[src/rtl/clock_set_pkg.sv]
// ============================================================================
// Module  : clock_set_pkg
// Brief   : Shared mode encodings for the digital-clock set controller.
// Rev     : 1.0  initial release
// ============================================================================
`default_nettype none

package clock_set_pkg;

    localparam int MODE_W = 2;

    typedef enum logic [MODE_W-1:0] {
        MODE_RUN      = 2'b00,
        MODE_SET_HOUR = 2'b01,
        MODE_SET_MIN  = 2'b10,
        MODE_SET_SEC  = 2'b11
    } mode_e;

endpackage

`default_nettype wire

[src/rtl/clock_set_ctrl_btn_event.sv]
// ============================================================================
// Module  : btn_event
// Brief   : Registered press-event detector for one debounced button, with an
//           optional hold-to-repeat generator (CLOCK_SET_AUTOREP_EN).
// Rev     : 1.0  initial release
// ============================================================================
`default_nettype none

module btn_event #(
    parameter int REPEAT_DLY = 8,
    parameter int REPEAT_PER = 4
) (
    input  logic i_clk,
    input  logic i_rst_n,
    input  logic i_level,
`ifdef CLOCK_SET_AUTOREP_EN
    input  logic i_rep_ok,
`endif
    output logic o_evt
);

    logic r_prev;
    logic r_evt;
    logic w_press;

    assign w_press = i_level & ~r_prev;

    always_ff @(posedge i_clk) begin
        if (!i_rst_n) begin
            r_prev <= 1'b0;
            r_evt  <= 1'b0;
        end else begin
            r_prev <= i_level;
            r_evt  <= w_press;
        end
    end

`ifdef CLOCK_SET_AUTOREP_EN
    localparam int c_CNT_W = $clog2(REPEAT_DLY + 1);

    logic [c_CNT_W-1:0] r_cnt;
    logic               r_rep;

    // After the first repeat the counter reloads so later pulses are REPEAT_PER apart.
    always_ff @(posedge i_clk) begin
        if (!i_rst_n) begin
            r_cnt <= '0;
            r_rep <= 1'b0;
        end else if (w_press) begin
            r_cnt <= '0;
            r_rep <= 1'b0;
        end else if (i_level && i_rep_ok) begin
            if (r_cnt == c_CNT_W'(REPEAT_DLY - 1)) begin
                r_cnt <= c_CNT_W'(REPEAT_DLY - REPEAT_PER);
                r_rep <= 1'b1;
            end else begin
                r_cnt <= r_cnt + 1'b1;
                r_rep <= 1'b0;
            end
        end else begin
            r_cnt <= '0;
            r_rep <= 1'b0;
        end
    end

    assign o_evt = r_evt | r_rep;
`else
    assign o_evt = r_evt;
`endif

endmodule

`default_nettype wire

[src/rtl/clock_set_ctrl.sv]
// ============================================================================
// Module  : clock_set_ctrl
// Brief   : Run/set mode sequencer for the seconds/minutes/hours counters.
//           Optional hold-to-repeat on SET_BTN via CLOCK_SET_AUTOREP_EN.
// Rev     : 1.0  initial release
// ============================================================================
`default_nettype none

module clock_set_ctrl
    import clock_set_pkg::*;
#(
    parameter int TIMEOUT_S  = 30,
    parameter int REPEAT_DLY = 8,
    parameter int REPEAT_PER = 4
) (
    input  logic              CLK,
    input  logic              RST,
    input  logic              TICK_1HZ,
    input  logic              MODE_BTN,
    input  logic              SET_BTN,
    input  logic              SEC_CA,
    input  logic              MIN_CA,
    output logic              SEC_EN,
    output logic              MIN_EN,
    output logic              HOUR_EN,
    output logic              MIN_INC,
    output logic              HOUR_INC,
    output logic              SEC_CLR,
    output logic [MODE_W-1:0] MODE,
    output logic              BLINK
);

    localparam int c_TMO_W = (TIMEOUT_S > 0) ? $clog2(TIMEOUT_S + 1) : 1;

    mode_e              r_mode;
    mode_e              w_mode_nxt;
    logic [c_TMO_W-1:0] r_tmo;
    logic               r_blink;
    logic               w_mode_evt;
    logic               w_set_evt;
    logic               w_in_set;
    logic               w_tmo_hit;

    assign w_in_set  = (r_mode != MODE_RUN);
    assign w_tmo_hit = (TIMEOUT_S != 0) && w_in_set && (r_tmo == c_TMO_W'(TIMEOUT_S));

    btn_event #(
        .REPEAT_DLY (REPEAT_DLY),
        .REPEAT_PER (REPEAT_PER)
    ) u_mode_btn (
        .i_clk    (CLK),
        .i_rst_n  (RST),
        .i_level  (MODE_BTN),
`ifdef CLOCK_SET_AUTOREP_EN
        .i_rep_ok (1'b0),
`endif
        .o_evt    (w_mode_evt)
    );

    btn_event #(
        .REPEAT_DLY (REPEAT_DLY),
        .REPEAT_PER (REPEAT_PER)
    ) u_set_btn (
        .i_clk    (CLK),
        .i_rst_n  (RST),
        .i_level  (SET_BTN),
`ifdef CLOCK_SET_AUTOREP_EN
        .i_rep_ok ((r_mode == MODE_SET_HOUR) || (r_mode == MODE_SET_MIN)),
`endif
        .o_evt    (w_set_evt)
    );

    always_ff @(posedge CLK) begin
        if (!RST) begin
            r_mode <= MODE_RUN;
        end else begin
            r_mode <= w_mode_nxt;
        end
    end

    always_comb begin
        w_mode_nxt = r_mode;
        SEC_EN     = 1'b0;
        MIN_EN     = 1'b0;
        HOUR_EN    = 1'b0;
        MIN_INC    = 1'b0;
        HOUR_INC   = 1'b0;
        SEC_CLR    = 1'b0;

        if (w_mode_evt) begin
            case (r_mode)
                MODE_RUN:      w_mode_nxt = MODE_SET_HOUR;
                MODE_SET_HOUR: w_mode_nxt = MODE_SET_MIN;
                MODE_SET_MIN:  w_mode_nxt = MODE_SET_SEC;
                default:       w_mode_nxt = MODE_RUN;
            endcase
        end else if (w_tmo_hit) begin
            w_mode_nxt = MODE_RUN;
        end

        // Counter controls are held off while reset is asserted.
        if (RST) begin
            case (r_mode)
                MODE_RUN: begin
                    SEC_EN  = TICK_1HZ;
                    MIN_EN  = SEC_CA;
                    HOUR_EN = MIN_CA;
                end
                MODE_SET_HOUR: HOUR_INC = w_set_evt;
                MODE_SET_MIN:  MIN_INC  = w_set_evt;
                default:       SEC_CLR  = w_set_evt;
            endcase
        end
    end

    always_ff @(posedge CLK) begin
        if (!RST) begin
            r_tmo <= '0;
        end else if (!w_in_set || w_mode_evt || w_set_evt || (w_mode_nxt != r_mode)) begin
            r_tmo <= '0;
        end else if (TICK_1HZ && (r_tmo != c_TMO_W'(TIMEOUT_S))) begin
            r_tmo <= r_tmo + 1'b1;
        end
    end

    always_ff @(posedge CLK) begin
        if (!RST) begin
            r_blink <= 1'b0;
        end else if (w_mode_nxt != r_mode) begin
            r_blink <= (w_mode_nxt != MODE_RUN);
        end else if (!w_in_set) begin
            r_blink <= 1'b0;
        end else if (TICK_1HZ) begin
            r_blink <= ~r_blink;
        end
    end

    assign MODE  = r_mode;
    assign BLINK = r_blink;

endmodule

`default_nettype wire
[config.mk]
export PLATFORM = sky130hd
export DESIGN_NAME = clock_set_ctrl
export DESIGN_NICKNAME = d
export VERILOG_FILES = /design/src/rtl/clock_set_pkg.sv /design/src/rtl/clock_set_ctrl_btn_event.sv /design/src/rtl/clock_set_ctrl.sv
export SDC_FILE = /design/constraint.sdc
export NUM_CORES = 1
export LEC_CHECK = 0
export CAP_MARGIN = 40
export CELL_PAD_IN_SITES_DETAIL_PLACEMENT = 0
export CELL_PAD_IN_SITES_GLOBAL_PLACEMENT = 1
export CORE_MARGIN = 10
export CORE_UTILIZATION = 40
export CTS_BUF_LIST = sky130_fd_sc_hd__clkbuf_2 sky130_fd_sc_hd__clkbuf_4 sky130_fd_sc_hd__clkbuf_8
export CTS_CLUSTER_SIZE = 16
export DETAILED_ROUTE_END_ITERATION = 8
export PLACE_DENSITY = 0.88
export SLEW_MARGIN = 20
export SYNTH_ARGS = -nofsm -noshare
export SYNTH_HDL_FRONTEND = slang
export SYNTH_SLANG_ARGS = --single-unit
export TNS_END_PERCENT = 5
[constraint.sdc]
create_clock -name CLK -period 4 [get_ports CLK]
set_input_delay 1.2 -clock CLK [delete_from_list [all_inputs] [get_ports CLK]]
set_output_delay 1.2 -clock CLK [all_outputs]
set_load 0.01 [all_outputs]
==> flow_summary_export.csv <==
group,metric,value,unit
placement,dp_hpwl,1060,microns
clocking,cts.sinks,12,
global_route,grt_pass1_wl,2300,microns
yosys,ys_seq_area_share,36.4,%
yosys,yosys_warnings,0,
timing,fmax,0.264,GHz
route,routed_via_density,5.12,
clocking,clock_latency,0.27,ns
critical_path,path_class,"in2out",
final_layout,fin_nets,102,
final_layout,fillers,143,
job,cap_violations,0,
critical_path,critPathTopFamily,"buffers and inverters",
critical_path,path_buf_inv,2,
clocking,clkTransAtPathRegs,0.07,ns
clocking,cts_buffer_depth,2,
pwr,p_leak,0.351,nW
yosys,netlist.area_leader.share,36.4,%
critical_path,max_stage_delay,0.64,ns
die,fp.dieH,60.6,microns
yosys,syn_nets,84,
critical_path,cp-startpoint,"RST",
final_layout,antenna_cells,0,
route,dr.pass1.iters,3,
timing,period_minus_slack,3.79,ns
timing,hold_violations,0,
timing,fin_crit_sh,94.8,%
final_layout,drive_gt1_share,11.4,%
placement,port-buffer-count,15,
global_route,grt_pass1_vias,514,
pwr,vdd_ir_drop_max,0.237,mV
critical_path,cp.arrival,2.59,ns
global_route,antenna_found_initial,0,
placement,gp_congestion,0.789,
yosys,ys_seq_elements,12,
global_route,grt_max_degree,13,
critical_path,reg2reg_from,"MODE[0]",
final_layout,final_common_cell,"clkdlybuf4s50_1",
critical_path,cp-start-kind,"input pin",
die,rows,14,
hold_path,hold_class,"reg2reg",
timing,skew,0.00948,ns
critical_path,cp.required,2.80,ns
final_layout,layout_common_cells,"clkdlybuf4s50_1, dfxtp_1, and3_1, ha_1, nor2_1",
final_layout,area_growth,30.6,%
clocking,cts_hold_buffers,0,
hold_path,hold_start,"u_mode_btn.r_prev",
critical_path,cpMaxStageDelayCell,"clkdlybuf4s50_1",
clocking,cts_buffers,3,
timing,holdWs,0.382,ns
route,routed_wl,1330,microns
clocking,ctsResizeCount,0,
route,drt_iter0_drc,12,
route,wl_per_cell,12.7,microns
yosys,synthCells,71,
pwr,power,263,uW
timing,tns,0,ns
yosys,synth_cell_type_count,29,
timing,worst_pin_slew,0.338,ns
clocking,ctsHtreeMaxLevel,1,
timing,rsz0062_at_grt,"false",
clocking,cts-root-buf,"clkbuf_4",
timing,drv_slew,0,
clocking,post-cts-setup-buffers,0,
route,drc,0,
die,die_w,60.6,microns
yosys,synth_area_per_cell,9.29,sq um
yosys,synthesis.area,659,sq um
critical_path,worst_setup_path_end_kind,"output port",
yosys,yosysTopAreaCell,"dfxtp_1",
die,die_area,3670,sq um
pwr,p_per_area,306,nW/um^2
run_status,status,"finished, final reports clean",
route,vias,532,
die,start_util,42.8,%
yosys,ys_top_cells_by_area,"dfxtp_1, ha_1, and3_1, nand4_4, nor2_1",
clocking,tritoncts,"yes",
die,core,1540,sq um
global_route,grt.total_usage,8.29,%
timing,setup_viol,0,
critical_path,crit_top_cell,"clkdlybuf4s50_1",
route,drtAntennaViolNets,0,
critical_path,crit_chain,"clkdlybuf4s50_1 > and3_1 > clkdlybuf4s50_1",
global_route,overflow,0,
timing,relSlewSlack,77.5,%
die,io-pin-count,16,
critical_path,crit_fanout,12,
## cells by family after synthesis
kind of cell    Yosys count  synth area share [%]
simple gates             27                  25.2
compound gates           15                  17.5
flops                    12                  36.4
buf+inv                   7                  4.17
fa+ha+maj                 6                  11.4
xor+xnor                  4                  5.31
## final timing paths
path / to / slack [ns] / cells past startpoint
max: SEC_EN / 0.21 / 3
max reg2reg: r_tmo[1] / 2.26 / 5
min: u_mode_btn.o_evt / 0.38 / 1
min reg2reg: u_mode_btn.o_evt / 0.38 / 1
## worst reg2reg max path, delay by kind of cell (launching register included)
kind            cells  cell delay (ns)
compound gates      2             0.39
fa+ha+maj           1             0.33
buf+inv             1             0.11
flops               1             0.49
simple gates        1             0.31
## area by class of cell
class                      count  area [sq um]  area share (%)
timing repair buffer          16           158            18.3
sequential                    12           240            27.9
clock buffer                   4          36.3            4.22
inverter                       4          15.0            1.74
multi-input combinational     52           392            45.5
tap                           16          20.0            2.33
## layer usage
layer	vias to the layer above	routed length, microns	GRT usage (%)
met5	-	0	0
met1	241	582	8.76
met2	8	680	13.7
met3	2	47	3.97
met4	0	14	3.76
li1	281	-	-
## cells in the mapped netlist (all sizes together)
cell type,n
a211oi,1
a21boi,2
a21oi,3
a22oi,1
a311oi,1
and2,2
and3,7
buf,1
clkbuf,2
dfxtp,12
ha,6
inv,4
nand2,4
nand3,2
nand4,2
nor2,5
nor2b,2
nor3,1
nor4b,1
o21ai,4
o21ba,1
o2bb2ai,1
o31ai,1
or2,1
xnor2,2
xor2,2
## through the flow
step | setup WS (ns) | cell area [sq um] | std cells | util, %
floorplan | 1.15 | 659 | 71 | -
global placement | 0.212 | 825 | 100 | 53.5
detailed placement | 0.194 | 825 | 100 | 53.5
CTS | 0.192 | 861 | 104 | 55.8
global route | 0.125 | 861 | 104 | 55.8
finish | 0.207 | 861 | 104 | 55.8
## state kept, by name (all words and copies together), names as in the netlist
name and flops:
r_tmo 5, MODE 2, u_mode_btn.r_prev 1, u_set_btn.r_prev 1, BLINK 1, u_mode_btn.o_evt 1, u_set_btn.o_evt 1
## report_power, final
part | internal, mW | leakage, nW | switching, mW
clock network | 0.0553 | 0.0210 | 0.0393
registers | 0.124 | 0.0980 | 0.00461
logic | 0.0230 | 0.232 | 0.0176
Note: power is estimated with default switching activity, not from simulation.
